### config.mk
export PLATFORM = sky130hd
export DESIGN_NAME = ultrasonic_trigger
export DESIGN_NICKNAME = d
export VERILOG_FILES = /design/src/rtl/ultrasonic_trigger.sv
export SDC_FILE = /design/constraint.sdc
export NUM_CORES = 1
export LEC_CHECK = 0
export ABC_AREA = 1
export BUFFER_PORTS_ARGS = -buffer_cell sky130_fd_sc_hd__buf_2
export CAP_MARGIN = 25
export CORE_MARGIN = 4
export CORE_UTILIZATION = 55
export DETAILED_ROUTE_END_ITERATION = 7
export MAX_ROUTING_LAYER = met4
export PLACE_DENSITY_LB_ADDON = 0.05
export SLEW_MARGIN = 40
export SYNTH_ARGS = -nofsm -noshare
export SYNTH_HDL_FRONTEND = slang
export SYNTH_SLANG_ARGS = --single-unit
export TNS_END_PERCENT = 1
### constraint.sdc
create_clock -name clk -period 4.2 [get_ports clk]
set_clock_uncertainty 0.2 [all_clocks]
set_input_delay 0.42 -clock clk [delete_from_list [all_inputs] [get_ports clk]]
set_output_delay 0.42 -clock clk [all_outputs]
set_load 0.05 [all_outputs]
### src/rtl/ultrasonic_trigger.sv
// Ultrasonic ranging front end: periodic trigger, echo synchroniser,
// measurement-window gating and echo timeout supervision.
module ultrasonic_trigger #(
  parameter int TRIG_CYCLES   = 500,
  parameter int PERIOD_CYCLES = 3000000,
  parameter int RISE_TIMEOUT  = 250000,
  parameter int HIGH_TIMEOUT  = 1500000
) (
  input  logic       clk,
  input  logic       reset,
  input  logic       enable,
  input  logic       echo_in,
  output logic       trig_out,
  output logic       echo_clean,
  output logic       done,
  output logic       timeout,
  output logic       busy,
  output logic [7:0] miss_count
);

  localparam int TMAX0 = (TRIG_CYCLES > RISE_TIMEOUT) ?
                         TRIG_CYCLES : RISE_TIMEOUT;
  localparam int TMAX  = (TMAX0 > HIGH_TIMEOUT) ?
                         TMAX0 : HIGH_TIMEOUT;
  localparam int TW    = $clog2(TMAX + 1);
  localparam int PW    = $clog2(PERIOD_CYCLES + 1);

  localparam logic [TW-1:0] TRIG_LAST = TW'(TRIG_CYCLES - 1);
  localparam logic [TW-1:0] RISE_LAST = TW'(RISE_TIMEOUT - 1);
  localparam logic [TW-1:0] HIGH_LAST = TW'(HIGH_TIMEOUT - 1);
  localparam logic [PW-1:0] PER_LAST  = PW'(PERIOD_CYCLES - 1);

  typedef enum logic [2:0] {
    IDLE,
    TRIG,
    WAIT_RISE,
    WAIT_FALL,
    HOLDOFF
  } state_t;

  state_t          state_q;
  logic [TW-1:0]   tmr_q;
  logic [PW-1:0]   period_q;
  logic [1:0]      sync_q;
  logic            echo_prev_q;
  logic            trig_q;
  logic            clean_q;
  logic            done_q;
  logic            to_q;
  logic [7:0]      miss_q;
  logic [7:0]      miss_d;

  logic echo_s;
  logic rise;
  logic fall;

  assign echo_s = sync_q[1];
  assign rise   = echo_s & ~echo_prev_q;
  assign fall   = ~echo_s & echo_prev_q;
  assign miss_d = (miss_q == 8'hff) ? miss_q : miss_q + 8'd1;

  always_ff @(posedge clk or posedge reset) begin
    if (reset) begin
      sync_q      <= 2'b00;
      echo_prev_q <= 1'b0;
    end else begin
      sync_q      <= {sync_q[0], echo_in};
      echo_prev_q <= echo_s;
    end
  end

  always_ff @(posedge clk or posedge reset) begin
    if (reset) begin
      state_q  <= IDLE;
      tmr_q    <= '0;
      period_q <= '0;
      trig_q   <= 1'b0;
      clean_q  <= 1'b0;
      done_q   <= 1'b0;
      to_q     <= 1'b0;
      miss_q   <= 8'd0;
    end else begin
      done_q   <= 1'b0;
      to_q     <= 1'b0;
      clean_q  <= 1'b0;
      tmr_q    <= tmr_q + 1'b1;
      period_q <= period_q + 1'b1;
      unique case (state_q)
        IDLE: begin
          tmr_q    <= '0;
          period_q <= '0;
          if (enable) begin
            state_q <= TRIG;
            trig_q  <= 1'b1;
          end
        end
        TRIG: begin
          if (tmr_q == TRIG_LAST) begin
            state_q <= WAIT_RISE;
            trig_q  <= 1'b0;
            tmr_q   <= '0;
          end
        end
        WAIT_RISE: begin
          // a rise on the expiry cycle still counts as a valid echo
          if (rise) begin
            state_q <= WAIT_FALL;
            clean_q <= 1'b1;
            tmr_q   <= '0;
          end else if (tmr_q == RISE_LAST) begin
            state_q <= HOLDOFF;
            to_q    <= 1'b1;
            miss_q  <= miss_d;
          end
        end
        WAIT_FALL: begin
          if (fall) begin
            state_q <= HOLDOFF;
            done_q  <= 1'b1;
          end else if (tmr_q == HIGH_LAST) begin
            state_q <= HOLDOFF;
            to_q    <= 1'b1;
            miss_q  <= miss_d;
          end else begin
            clean_q <= echo_s;
          end
        end
        HOLDOFF: begin
          if (period_q == PER_LAST) begin
            tmr_q    <= '0;
            period_q <= '0;
            if (enable) begin
              state_q <= TRIG;
              trig_q  <= 1'b1;
            end else begin
              state_q <= IDLE;
            end
          end
        end
        default: begin
          state_q <= IDLE;
          trig_q  <= 1'b0;
        end
      endcase
    end
  end

  assign trig_out   = trig_q;
  assign echo_clean = clean_q;
  assign done       = done_q;
  assign timeout    = to_q;
  assign busy       = (state_q != IDLE);
  assign miss_count = miss_q;

endmodule

Word-level counts from Yosys, hierarchy flattened
Cells that the tools add are included.
{ "classes": {"add_sub_neg": 3, "eq_ne": 18, "muxes": 36, "n_bitwise": 5, "reduce_logical": 7} }
{ "ops": {"columns": ["cell", "n"], "rows": [
  ["$pmux W21 S4", 1],
  ["$mux W21", 3],
  ["$pmux W22 S2", 1],
  ["$mux W8", 5],
  ["$add A22 B1 Y22 const B", 1],
  ["$eq A22 B22 Y1 const B", 1],
  ["$mux W22", 1],
  ["$add A21 B1 Y21 const B", 1],
  ["$eq A21 B18 Y1 const B", 1],
  ["$eq A21 B21 Y1 const B", 1],
  ["$eq A21 B9 Y1 const B", 1],
  ["$mux W3", 7],
  ["$pmux W8 S2", 1],
  ["$pmux W3 S5", 1],
  ["$ne A2 B2 Y1 const B", 7],
  ["$mux W1", 13],
  ["$reduce_and A5 Y1", 2],
  ["$add A8 B1 Y8 const B", 1],
  ["$eq A8 B8 Y1 const B", 1],
  ["$eq A3 B2 Y1 const B", 2],
  ["$ne A3 B3 Y1 const B", 2],
  ["$pmux W1 S2", 2],
  ["$pmux W1 S4", 1],
  ["$eq A3 B1 Y1 const B", 1],
  ["8 further kinds", 11]
]} }
{ "totals": {"regBits": 61, "in_bits": 4, "out_inout_bits": 13, "word_cells": 79} }

Logic depth before layout (Yosys ltp)
{ "logic_depth": {"word_depth": 5, "mapped_depth": 12, "ltp_nobuf": 11} }

Worst setup path after synthesis
Ideal clock, no wire load.
{ "synth_timing": {"path_kind": "register -> register", "startpoint": "reg miss_q[0], in the netlist miss_count[0]", "endpoint": "reg miss_q[2], in the netlist miss_count[2]", "setup_ns": 0.117, "arrival_ns": 1.711, "required_time_ns": 3.883, "path_slack_ns": 2.172, "stages_incl_launch_ff": 11, "path_buffers": 0, "period_less_slack_ns": 2.028, "path_cell_list": "dfrtp_1 > ha_1 > nand3_1 > nor2_1 > nand3_1 > nand2_2 > inv_4 > nand3_4 > nand2_1 > o21ai_1 > inv_1"} }
{ "synth_between": {"elab_chain_len": 5, "elab_cells_between_ends": 8, "classes_between": "1 x add/sub; 1 x eq/ne; 6 x mux"} }
{ "synth_rtl": {"columns": ["element", "line_no", "source"], "rows": [
  ["from (decl)", "50", "logic [7:0] miss_q;"],
  ["from (signal assigned)", "113", "miss_q <= miss_d;"],
  ["from (signal assigned)", "123", "miss_q <= miss_d;"],
  ["$add A8 B1 Y8 / $eq A8 B8 Y1 (equally long branches)", "60", "assign miss_d = (miss_q == 8'hff) ? miss_q : miss_q + 8'd1;"],
  ["$mux W8 (*)", "60", null],
  ["$mux W8, on equally long branches", "120, 110", null],
  ["$mux W8, on equally long branches", "117, 106", null],
  ["$pmux W8 S2 (*)", "88", "unique case (state_q)"]
]} }
Every way passes the cells marked *; elsewhere a longest branch is shown, timed or not. The select of a mux whose other input is x is not followed.
A chain may end at the register's enable or synchronous reset.

Final worst setup path
{ "layout_timing": {"startpoint": "reg state_q[0]", "endpoint": "out busy"} }
{ "layout_between": {"elab_chain_len": 1} }
{ "layout_rtl": {"columns": ["element", "line_no", "source"], "rows": [
  ["from (decl)", "41", "state_t state_q;"],
  ["from (signal assigned)", "74", "state_q <= IDLE;"],
  ["from (signal assigned)", "93", "state_q <= TRIG;"],
  ["from (signal assigned)", "99", "state_q <= WAIT_RISE;"],
  ["$reduce_bool A3 Y1", "152", "assign busy = (state_q != IDLE);"],
  ["to (decl)", "17", "output logic busy,"]
]} }
Every way passes these cells.

==> impl_results.md <==
* Status: complete, no violations
* Count of final setup violators at 0
* Hold path start: sync_q[0]
* Reg power frac at 38.8%
* Switching Share at 41.7%
* Largest net degree at the start of global routing at 38
* #FFs+latches synth at 61
* Share of cells above drive strength 1 at 11.8%
* Wire length per cell at 12.4 um
* Crit Path Max Fanout at 5
* Least-Margin Pin Slew at 0.632 ns
* Post-synthesis cell area at 0.00378 mm^2
* DP HPWL at 6060 um
* Worst setup margin at 2.03 ns
* CTS tree: built
* Worst-path clk slew at 0.07 ns
* Max_slew headroom at 57.8%
* Pre-antenna DRT Iters at 5
* Leak at 2.28 nW
* GR Util met3 at 4.08%
* Synth top area share at 40.4%
* Dominant cell type by area after synthesis: dfrtp_1
* Die Wd at 90.9 um
* Layer with the highest usage: met2
* Critical Path Source: state_q[0]
* H-tree depth at 3
* Die ar. at 0.00826 mm^2
* Crit path launch type: register
* Clk pwr share at 26.6%
* VDD IR max at 266 uV
* Vias in the first global route at 3178
* Cell with the most instances after synthesis: nand2_1
* GR Util met1 at 26.3%
* Boundary pin count at 17
* Tmin final at 2.17 ns
* Die height at 90.9 um
* Core Area at 0.00649 mm^2
* FILL cells at 606
* Port Buf Inserts at 16
* Combinational fraction of design power at 34.6%
* FF-to-FF Start: period_q[0]
* Fmax at 460 MHz
* Initial antenna violation count at 0
* Setup TNS at 0 ns
* Final worst-path cycle share at 51.8%
* Initial Util at 58.2%
* Root Buffer: clkbuf_8
* Worst Path Required at 3.58 ns
* Worst slack at placement at 2.05 ns
* Hold crit path type: reg -> reg
* Post-route ant nets at 0
* PostCTS Resize Cnt at 0
* Sw power at 0.789 mW
* GP Congestion at 0.984
* Most used DFF post-synth: dfrtp_1
* Routed vias/inst at 5.02
* Slew Viols, Final at 0
* NumNets Final at 572
* WL final at 8030 um
* Post-synth EDFFs at 0
* Synth-to-Final Area Change at 9.27%
* RSZ-0062 raised after global routing: no
* Seq/Total Area, Yosys at 40.4%
* Final core occ at 63.6%
* Clock Path Buffers at 2
* # DRC at 0
* Synth top cells by count: nand2_1 (132), inv_1 (108), nor2_1 (75)
* Crit path kind: reg -> out
* First-pass GRT wire length at 14000 um
* FFs w/ async S/R, synth at 100%
* Post-CTS setup buffers at 0
* Total CTS buffers at 9
* Syn_area_per_cell at 7.01 um^2
* Worst setup EP type: primary output
* Arrival @ worst endpoint at 1.55 ns
* Pwr/cell area at 458 mW/mm^2
* Internal at 1.10 mW
* Top post-synthesis cells by area: dfrtp_1 (40%), nand2_1 (13%), inv_1 (11%)
* Library cells used by synthesis at 32
* Synthesized Nets at 546
* GRT met2 Usage at 34.3%
* Diodes inserted at 0
* CTS Sinks at 61
* Synth Instances at 539
* Total track usage at 21.3%
* Core Rows at 29
* Warnings, synthesis at 0
* Max Cap Violations at 0
* Hold violation count in the final report at 0
* First-iteration detailed-routing DRC count at 215
* Vias post-DR at 3247
* Worst skew pair latency at 0.34 ns
* Overflow after GRT at 0
-- metrics by stage --
| step | hold slack (ns) | cells | instance area [um^2] | power, mW |
|---|---|---|---|---|
| 2_1_floorplan | 0.131 | 539 | 3780 | 1.30 |
| 3_3_place_gp | 0.136 | 629 | 3920 | 1.39 |
| 3_5_place_dp | 0.141 | 629 | 3920 | 1.40 |
| 4_1_cts | 0.0389 | 646 | 4120 | 1.91 |
| 5_1_grt | 0.170 | 647 | 4130 | 2.03 |
| 6_report | 0.156 | 647 | 4130 | 1.89 |
-- area by class of cell --
class	instances	area, um^2	area share [%]
timing repair buffer	19	108	2.61
multi-input combinational	358	1780	43.0
tap	77	96.3	2.33
clock inverter	4	48.8	1.18
inverter	116	439	10.6
sequential	61	1530	37.0
clock buffer	12	135	3.27
-- worst max-delay path, cell delays in order, from the launching register on --
cell and delay (ns):
dfrtp_1 0.46, nor2_2 0.23, inv_1 0.11, nor2_1 0.13
inv_1 0.07, buf_2 0.21
-- layer usage --
| layer | vias to the layer above | wire, um |
|---|---|---|
| li1 | 1692 | - |
| met3 | 25 | 322 |
| met5 | - | 0 |
| met4 | 0 | 223 |
| met1 | 1455 | 3670 |
| met2 | 75 | 3820 |
-- placed cells by master (no fill, tap or decap), types with 2 or more instances in the layout --
master         Yosys  final
nand3_1           38     38
clkbuf_1           0      3
o21ai_0            8      8
inv_2              6      6
nand4_1           18     18
clkinv_2           0      3
nor2_1            75     75
dlygate4sd3_1      0      2
nor3_1            20     20
inv_1            108    107
dfrtp_1           61     61
buf_2              1     16
xor2_1            19     19
nand2_1          132    132
nor3_2             2      2
clkbuf_8           0      9
nor2_2             9      9
nand2_2           11     11
nand3_2            2      2
ha_1               3      3
xnor2_1            5      5
a21oi_1            5      5
-- what timing repair did --
action | CTS | global route
hold endpoints to repair | 1 | 33
setup endpoints to repair | 0 | 0
hold buffers | 1 | 1
-- power groups by stage --
stage	clock network [mW]	registers (mW)	logic, mW
final	0.503	0.734	0.653
after global routing	0.547	0.743	0.736
after CTS	0.513	0.733	0.660
after detailed placement	0	0.744	0.657
after global placement	0	0.740	0.647
after floorplan	0	0.825	0.472
-- sequential cells by signal (all words and copies together), names as in the netlist --
name and count:
done 1, echo_clean 1, echo_prev_q 1, miss_count 8
period_q 22, state_q 3, sync_q 2, timeout 1
tmr_q 21, trig_out 1
-- cell families (layout without fill, tap and decap cells) --
group                      count (synthesis)  in the layout  synth area share [%]
adders and majority gates                  3              3                 0.993
xor gates and xnor gates                  24             24                  5.56
buffers and inverters                    120            151                  12.6
and+or+nand+nor                          313            313                  37.6
DFF                                       61             61                  40.4
AOI/OAI and AO/OA                         18             18                  2.88
-- final timing paths --
kind	endpoint	slack, ns	depth (start not counted)
worst max-delay path	busy	2.03	5
worst min-delay path	sync_q[1]	0.16	0
worst max register to register	tmr_q[19]	2.07	10
worst min register to register	sync_q[1]	0.16	0
max in group asynchronous	tmr_q[6]	2.55	4
min in group asynchronous	tmr_q[11]	0.50	3
Note: power is estimated with default switching activity, not from simulation.
